--- config.mk ---
export PLATFORM = sky130hd
export DESIGN_NAME = adder_responder
export DESIGN_NICKNAME = d
export VERILOG_FILES = /design/src/rtl/fpu_pkg.sv /design/src/rtl/adder_slice.sv /design/src/rtl/adder_responder.sv
export SDC_FILE = /design/constraint.sdc
export NUM_CORES = 1
export LEC_CHECK = 0
export BUFFER_PORTS_ARGS = -buffer_cell sky130_fd_sc_hd__buf_2
export CELL_PAD_IN_SITES_DETAIL_PLACEMENT = 1
export CELL_PAD_IN_SITES_GLOBAL_PLACEMENT = 1
export CORE_UTILIZATION = 42
export DETAILED_ROUTE_END_ITERATION = 10
export GPL_ROUTABILITY_DRIVEN = 0
export PLACE_DENSITY = 0.88
export SKIP_CTS_REPAIR_TIMING = 1
export SYNTH_ARGS = -nofsm -noshare
export SYNTH_HDL_FRONTEND = slang
export SYNTH_SLANG_ARGS = --single-unit
export TNS_END_PERCENT = 100
--- constraint.sdc ---
create_clock -name CLK -period 4.7 [get_ports CLK]
set_clock_uncertainty 0.05 [all_clocks]
set_input_delay 0.94 -clock CLK [delete_from_list [all_inputs] [get_ports CLK]]
set_output_delay 0.94 -clock CLK [all_outputs]
set_load 0.03 [all_outputs]
--- src/rtl/fpu_pkg.sv ---
// Shared FPU datapath types: handshake FSM states and exception flag encodings.
// Used by the multiplier's Booth control and by the adder responder.
package fpu_pkg;

    localparam logic [1:0] EXC_NONE = 2'b00;
    localparam logic [1:0] EXC_OVF  = 2'b01;
    localparam logic [1:0] EXC_ZERO = 2'b10;

    typedef enum logic [1:0] {
        A_Idle,
        A_Calc,
        A_Ack
    } AdderState;

    typedef enum logic [1:0] {
        B_Idle,
        B_Calc,
        B_Wait,
        B_Done
    } BoothState;

endpackage

--- src/rtl/adder_slice.sv ---
// One CHUNK-bit ripple slice; the responder reuses it once per cycle.
// Purely combinational.
module adder_slice #(
    parameter int CHUNK = 8
) (
    input  logic [CHUNK-1:0] a,
    input  logic [CHUNK-1:0] b,
    input  logic             cin,
    output logic [CHUNK-1:0] sum,
    output logic             cout
);

    assign {cout, sum} = {1'b0, a} + {1'b0, b} + {{CHUNK{1'b0}}, cin};

endmodule

--- src/rtl/adder_responder.sv ---
// Multi-cycle adder behind a 4-phase valid/ack handshake.
// Adds CHUNK bits per cycle, LSB first, through one shared slice.
module adder_responder
    import fpu_pkg::*;
#(
    parameter int WIDTH  = 24,
    parameter int CHUNK  = 8,
    parameter int NCHUNK = WIDTH / CHUNK
) (
    input  logic             CLK,
    input  logic             RSTn,
    input  logic [WIDTH-1:0] Adder_datain1,
    input  logic [WIDTH-1:0] Adder_datain2,
    input  logic             Adder_valid,
    output logic [WIDTH-1:0] Adder_dataout,
    output logic             Adder_carryout,
    output logic [1:0]       Adder_Exc,
    output logic             Adder_ack
);

    localparam int CW = (NCHUNK > 1) ? $clog2(NCHUNK) : 1;

    if (WIDTH % CHUNK != 0) begin : g_bad_chunk
        $error("adder_responder: WIDTH must be a multiple of CHUNK");
    end

    AdderState        state_q, state_d;
    logic [CW-1:0]    cnt_q, cnt_d;
    logic             carry_q, carry_d;
    logic [WIDTH-1:0] a_q, a_d;
    logic [WIDTH-1:0] b_q, b_d;
    logic [WIDTH-1:0] res_q, res_d;
    logic [WIDTH-1:0] dout_q, dout_d;
    logic             cout_q, cout_d;
    logic [1:0]       exc_q, exc_d;
    logic             ack_q, ack_d;

    logic [CHUNK-1:0] s_a, s_b, s_sum;
    logic             s_cout;
    logic [WIDTH-1:0] res_full;
    logic             last;

    assign s_a  = a_q[cnt_q*CHUNK +: CHUNK];
    assign s_b  = b_q[cnt_q*CHUNK +: CHUNK];
    assign last = (cnt_q == CW'(NCHUNK - 1));

    adder_slice #(
        .CHUNK (CHUNK)
    ) u_slice (
        .a    (s_a),
        .b    (s_b),
        .cin  (carry_q),
        .sum  (s_sum),
        .cout (s_cout)
    );

    // Next-state, slice accumulation and output load on completion.
    always_comb begin
        state_d  = state_q;
        cnt_d    = cnt_q;
        carry_d  = carry_q;
        a_d      = a_q;
        b_d      = b_q;
        res_d    = res_q;
        dout_d   = dout_q;
        cout_d   = cout_q;
        exc_d    = exc_q;
        ack_d    = ack_q;
        res_full = res_q;
        res_full[cnt_q*CHUNK +: CHUNK] = s_sum;

        unique case (state_q)
            A_Idle: begin
                ack_d = 1'b0;
                if (Adder_valid) begin
                    a_d     = Adder_datain1;
                    b_d     = Adder_datain2;
                    cnt_d   = '0;
                    carry_d = 1'b0;
                    res_d   = '0;
                    state_d = A_Calc;
                end
            end
            A_Calc: begin
                if (!Adder_valid) begin
                    state_d = A_Idle;
                end else begin
                    res_d   = res_full;
                    carry_d = s_cout;
                    cnt_d   = cnt_q + 1'b1;
                    if (last) begin
                        dout_d = res_full;
                        cout_d = s_cout;
                        exc_d  = EXC_NONE;
                        if ((a_q[WIDTH-1] == b_q[WIDTH-1]) &&
                            (res_full[WIDTH-1] != a_q[WIDTH-1]))
                            exc_d = exc_d | EXC_OVF;
                        if (res_full == '0)
                            exc_d = exc_d | EXC_ZERO;
                        ack_d   = 1'b1;
                        state_d = A_Ack;
                    end
                end
            end
            A_Ack: begin
                if (!Adder_valid) begin
                    ack_d   = 1'b0;
                    state_d = A_Idle;
                end
            end
            default: state_d = A_Idle;
        endcase
    end

    // State and datapath registers with synchronous active-low reset.
    always_ff @(posedge CLK) begin
        if (!RSTn) begin
            state_q <= A_Idle;
            cnt_q   <= '0;
            carry_q <= 1'b0;
            a_q     <= '0;
            b_q     <= '0;
            res_q   <= '0;
            dout_q  <= '0;
            cout_q  <= 1'b0;
            exc_q   <= EXC_NONE;
            ack_q   <= 1'b0;
        end else begin
            state_q <= state_d;
            cnt_q   <= cnt_d;
            carry_q <= carry_d;
            a_q     <= a_d;
            b_q     <= b_d;
            res_q   <= res_d;
            dout_q  <= dout_d;
            cout_q  <= cout_d;
            exc_q   <= exc_d;
            ack_q   <= ack_d;
        end
    end

    assign Adder_dataout  = dout_q;
    assign Adder_carryout = cout_q;
    assign Adder_Exc      = exc_q;
    assign Adder_ack      = ack_q;

endmodule

==> results of run 1 <==
## cells by family (layout without fill, tap and decap cells)
family | Yosys count | count (layout) | synth area share (%)
fa+ha+maj | 14 | 14 | 3.83
flops | 105 | 105 | 42.3
buf+inv | 55 | 107 | 5.09
compound gates | 182 | 182 | 23.4
mux | 17 | 17 | 3.42
simple gates | 245 | 245 | 21.3
xor+xnor | 3 | 3 | 0.680
## how the worst min path moves through the flow
stage / cells after the start / slack, ns / end
global placement: 2 / 0.39 / Adder_dataout[10]$_SDFFE_PN0P_
floorplan: 2 / 0.39 / a_q[0]$_SDFFE_PN0P_
detailed placement: 2 / 0.40 / a_q[22]$_SDFFE_PN0P_
global route: 2 / 0.43 / a_q[22]$_SDFFE_PN0P_
CTS: 2 / 0.41 / a_q[22]$_SDFFE_PN0P_
finish: 2 / 0.41 / a_q[22]$_SDFFE_PN0P_
## state kept, by name (all words and copies together) (netlist names)
signal          count
state_q             2
res_q              24
Adder_Exc           2
Adder_ack           1
b_q                24
a_q                24
cnt_q               2
Adder_dataout      24
Adder_carryout      1
carry_q             1
## per-layer routing
| layer | vias up | wire (µm) | GRT usage, % |
|---|---|---|---|
| li1 | 2262 | - | - |
| met1 | 2298 | 6250 | 28.6 |
| met2 | 153 | 7750 | 45.4 |
| met3 | 53 | 702 | 5.19 |
| met4 | 0 | 597 | 11.5 |
| met5 | - | 0 | 0 |
## cell usage after synthesis, types with 4 or more instances
cell type and n:
nand2_1 134, a21o_1 5, inv_1 10, ha_1 12, a21oi_1 78, o21ai_0 15, a211oi_1 10, nand3_1 6
buf_2 6, a31oi_1 4, a32oi_1 5, nor2_1 71, nor3_1 7, a22oi_1 17, mux2i_1 17, o22ai_1 20
clkbuf_1 32, dfxtp_1 105, a221oi_1 4
## power breakdown
group	leakage (µW)	internal, µW	switching [µW]	total, µW
combinational	0.00123	78.2	150	228
sequential	0.000854	915	21.8	937
clock	0.000148	438	337	775
total	0.00223	1430	509	1940
## worst max-delay path: cells and delay by family, from the launching register on
| kind | cells | cell delay (ns) |
|---|---|---|
| buffers and inverters | 1 | 0.40 |
| and+or+nand+nor | 1 | 0.30 |
| DFF | 1 | 0.80 |
| adders and majority gates | 2 | 0.93 |
| AOI/OAI and AO/OA | 6 | 1.39 |
## cell type report
class	count	area, µm²	share of cell area (%)
Multi-Input combinational cell	461	2620	46.4
Sequential cell	105	2100	37.2
Clock buffer	12	256	4.53
Tap cell	143	179	3.16
Timing Repair Buffer	82	420	7.43
Inverter	10	37.5	0.663
Clock inverter	3	40.0	0.708
## placed cells by master (no fill, tap or decap), types with 10 or more instances in the layout
master	n
o21ai_0	15
a22oi_1	17
nor2_1	70
a211oi_1	10
buf_2	78
mux2i_1	17
dfxtp_1	105
ha_1	12
nand2_1	134
a21oi_1	78
o22ai_1	20
## metrics by stage
stage | hold WS (ns) | total power [µW]
5_1_grt | 0.431 | 2000
6_report | 0.409 | 1940
3_3_place_gp | 0.395 | 1170
2_1_floorplan | 0.386 | 1100
4_1_cts | 0.408 | 1940
3_5_place_dp | 0.399 | 1180
==> results.sh, run 1 <==
export IMPL_status="finished, final reports clean"
export IMPL_synth_top_area_share_pct=42.3
export IMPL_clock_fmax_mhz=253
export IMPL_dpl_cell_count=801
export IMPL_clock_sinks=105
export IMPL_num_rows=39
export IMPL_worstSetupStartpointType="flip-flop"
export IMPL_die_area_um2=12300
export IMPL_avgSynthCellArea_um2=8.00
export IMPL_synth_area_leaders="dfxtp_1 (42%), nand2_1 (10%), a21oi_1 (7.9%)"
export IMPL_syn_to_final_growth_pct=13.8
export IMPL_die_y_um=111
export IMPL_instances_no_fill=816
export IMPL_reg2reg_depth=10
export IMPL_maxCapViolations=0
export IMPL_period_needed_ns=3.96
export IMPL_path_cells="buf_4 > o22ai_1 > fa_1 > fa_1 > a211oi_2 > o21bai_2 > a32oi_1 > o221ai_2 > nor4_2 > a32o_1"
export IMPL_grt_max_degree=56
export IMPL_async_reset_ff_share_pct=0
export IMPL_placed_cell_area_um2=5360
export IMPL_fin_crit_sh_pct=84.3
export IMPL_path_common_cell="fa_1"
export IMPL_drt_first_pass_iters=4
export IMPL_syn_nets=686
export IMPL_synth_area_um2=4970
export IMPL_grt_pass1_wl_um=24800
export IMPL_start_util_pct=43.3
export IMPL_worst_r2r_setup_slack_ns=0.74
export IMPL_vias_per_cell=5.84
export IMPL_clk_latency_ns=0.36
export IMPL_cp_endpoint="Adder_Exc[1]$_SDFFE_PN0P_"
export IMPL_pre_cts_ws_ns=0.901
export IMPL_clockRootBuffer="clkbuf_16"
export IMPL_slew_viol_final=0
export IMPL_syn_inst=621
export IMPL_worstSetupPathType="flip-flop to flip-flop"
export IMPL_tightest_slew_ns=1.11
export IMPL_drive_gt1_share_pct=16.3
export IMPL_p_leak_uw=0.00223
export IMPL_coreArea_um2=11500
export IMPL_fillers=1431
export IMPL_cp_required_ns=4.95
export IMPL_synth_edf_count=0
export IMPL_gr_usage_all_layers_pct=25.3
export IMPL_antenna_left=0
export IMPL_final_util_pct=49.3
export IMPL_rsz0062_at_grt="no"
export IMPL_hp_start="a_q[22]$_SDFFE_PN0P_"
export IMPL_die_x_um=111
export IMPL_finalHoldViolCount=0
export IMPL_wire_per_inst_um=18.7
export IMPL_antenna_found_initial=0
export IMPL_portBuffers=78
export IMPL_startpoint="cnt_q[0]$_SDFFE_PN0P_"
export IMPL_ys_flop_type="dfxtp_1"
export IMPL_diodes=0
export IMPL_r2r_end="Adder_Exc[1]$_SDFFE_PN0P_"
export IMPL_cts_tree="yes"
export IMPL_r2r_start="cnt_q[0]$_SDFFE_PN0P_"
export IMPL_wl_um=15300
export IMPL_cp_arrival_ns=4.21
export IMPL_cp_max_fo=21
export IMPL_hpwl_um=10800
export IMPL_drtIter0Drc=204
export IMPL_worstHoldPathType="flip-flop to flip-flop"
export IMPL_yosys_register_bits=105
export IMPL_grt_pass1_vias=4993
export IMPL_io_pins=79
export IMPL_finish_net_count=734
export IMPL_finalSetupViolCount=0
export IMPL_slowest_delay_ns=0.80
export IMPL_yosysWarningCount=0
export IMPL_cts_buffers=9
export IMPL_worst_slack_ns=0.740
export IMPL_synth_seq_area_share_pct=42.3
export IMPL_clk_path_buf_depth=2
export IMPL_drc=0
export IMPL_ys_types=58
export IMPL_grt_ovfl_total=0
export IMPL_via_count=4766
export IMPL_powerDensity_nw_per_um2=343
export IMPL_max_slew_margin_pct=25.6
export IMPL_cp_end_kind="flip-flop"
export IMPL_synth_top_cell_by_area="dfxtp_1"
export IMPL_slowest_stage="dfxtp_1"
export IMPL_ir_drop_uv=233
export IMPL_htreeDepth=3
export IMPL_clk_pin_slew_ns=0.07
export IMPL_fin_setup_tns_ns=0
export IMPL_stdcell_area_um2=5660
Power figures use the tool's default switching activity.
==> run 2, diff against run 1 <==
Settings changed: CORE_UTILIZATION 42 to 38, PLACE_DENSITY 0.88 to 0.84.
Clock period 4.7 ns to 3.4 ns, I/O delays scaled along.
==> results.sh, run 2 (same netlist as run 1, synthesis figures left out) <==
export IMPL_status="finished, final reports clean"
export IMPL_rsz0062_at_grt="no"
export IMPL_worst_slack_ns=0.177
export IMPL_cts_tree="yes"
export IMPL_r2r_start="cnt_q[0]$_SDFFE_PN0P_"
export IMPL_portBuffers=78
export IMPL_startpoint="cnt_q[0]$_SDFFE_PN0P_"
export IMPL_p_leak_uw=0.00228
export IMPL_grt_pass1_vias=4939
export IMPL_drc=0
export IMPL_grt_ovfl_total=0
export IMPL_antenna_found_initial=0
export IMPL_clockRootBuffer="clkbuf_16"
export IMPL_clk_pin_slew_ns=0.07
export IMPL_final_util_pct=45.7
export IMPL_hpwl_um=11100
export IMPL_cp_arrival_ns=3.48
export IMPL_powerDensity_nw_per_um2=458
export IMPL_regArea_um2=2100
export IMPL_drt_first_pass_iters=6
export IMPL_slowest_delay_ns=0.47
export IMPL_pre_cts_ws_ns=0.0617
export IMPL_die_y_um=116
export IMPL_grt_max_degree=49
export IMPL_die_x_um=116
export IMPL_period_needed_ns=3.22
export IMPL_gr_usage_all_layers_pct=24.1
export IMPL_fin_crit_sh_pct=94.8
export IMPL_die_area_um2=13500
export IMPL_cp_endpoint="Adder_Exc[1]$_SDFFE_PN0P_"
export IMPL_finish_net_count=744
export IMPL_ir_drop_uv=292
export IMPL_wire_per_inst_um=17.8
export IMPL_vias_per_cell=5.52
export IMPL_wl_um=15300
export IMPL_num_rows=41
export IMPL_drtIter0Drc=286
export IMPL_worstHoldPathType="flip-flop to flip-flop"
export IMPL_hold_ws_ns=0.411
export IMPL_slowest_stage="fa_1"
export IMPL_maxCapViolations=0
export IMPL_clock_fmax_mhz=310
export IMPL_finalHoldViolCount=0
export IMPL_grt_pass1_wl_um=24500
export IMPL_cp_max_fo=5
export IMPL_syn_to_final_growth_pct=16.6
export IMPL_clk_path_buf_depth=2
export IMPL_fillers=1578
export IMPL_antenna_left=0
export IMPL_coreArea_um2=12700
export IMPL_io_pins=79
export IMPL_via_count=4721
export IMPL_worst_path_stages=10
export IMPL_multi_input_area_um2=2640
export IMPL_cp_end_kind="flip-flop"
export IMPL_tightest_slew_ns=0.950
export IMPL_cp_required_ns=3.66
export IMPL_r2r_end="Adder_Exc[1]$_SDFFE_PN0P_"
export IMPL_worstSetupPathType="flip-flop to flip-flop"
export IMPL_slew_viol_final=0
export IMPL_diodes=0
export IMPL_finalSetupViolCount=0
export IMPL_drive_gt1_share_pct=17.7
export IMPL_worst_r2r_setup_slack_ns=0.18
export IMPL_reg2reg_depth=10
export IMPL_clk_latency_ns=0.36
export IMPL_final_common_cell="nand2_1"
export IMPL_fin_setup_tns_ns=0
export IMPL_clock_sinks=105
export IMPL_path_delay_family="compound AO/OA/AOI/OAI gates"
export IMPL_min_path_cells=2
export IMPL_cts_buffers=9
export IMPL_mostFrequentLayoutCells="nand2_1 (134), dfxtp_1 (104), a21oi_1 (78), buf_2 (78), nor2_1 (70)"
export IMPL_power_uw=2650
export IMPL_max_slew_margin_pct=36.1
export IMPL_critPathBufInv=0
export IMPL_start_util_pct=39.2
export IMPL_htreeDepth=3
export IMPL_path_common_cell="fa_1"
export IMPL_path_cells="mux2i_1 > o22ai_1 > fa_1 > fa_1 > a211oi_2 > o21bai_2 > a32oi_2 > o221ai_2 > nor4_2 > a32o_1"
export IMPL_worstSetupStartpointType="flip-flop"
[run 2: cell types whose count changed in the layout (fill, tap and decap cells not counted), moves of 2 or more]
cell | before | now
buf_4 | 4 | 12
buf_12 | 0 | 2
clkbuf_1 | 1 | 3
clkbuf_8 | 2 | 0
[run 2: layer usage]
metal | wire, µm | GRT usage [%] | vias to the layer above | share of wire [%]
met5 | 0 | 0 | - | 0
li1 | - | - | 2288 | -
met2 | 7570 | 42.3 | 141 | 50
met1 | 6500 | 27.7 | 2248 | 43
met3 | 642 | 6.33 | 44 | 4.2
met4 | 541 | 10.0 | 0 | 3.5
[run 2: area by class of cell]
class	count	share of cell area, %
clock inverters	3	0.734
inverters	10	0.648
flip-flops and latches	105	36.3
repair buffers	92	8.98
well taps	172	3.71
multi-input cells	461	45.5
clock buffers	12	4.08
[run 2: through the flow]
stage / std cells / area (µm²)
global placement: 840 / 5500
floorplan: 621 / 4970
finish: 855 / 5790
global route: 855 / 5790
detailed placement: 840 / 5500
CTS: 855 / 5780
[run 2: report_power, final]
group | switching (µW) | internal (µW)
sequential | 28.0 | 1270
combinational | 210 | 118
clock | 463 | 567
[run 2: how the worst min path moves through the flow]
stage                                         from                              to
CTS                           a_q[10]$_SDFFE_PN0P_            a_q[10]$_SDFFE_PN0P_
detailed placement             a_q[6]$_SDFFE_PN0P_             a_q[6]$_SDFFE_PN0P_
floorplan                      a_q[0]$_SDFFE_PN0P_             a_q[0]$_SDFFE_PN0P_
global placement    Adder_dataout[10]$_SDFFE_PN0P_  Adder_dataout[10]$_SDFFE_PN0P_
global route                  a_q[20]$_SDFFE_PN0P_            a_q[20]$_SDFFE_PN0P_
finish                         a_q[5]$_SDFFE_PN0P_             a_q[5]$_SDFFE_PN0P_
[run 2: worst min-delay path, stage by stage (launching register included)]
cell,delay (ns)
dfxtp_1,0.31
nand2_1,0.05
a21oi_1,0.05
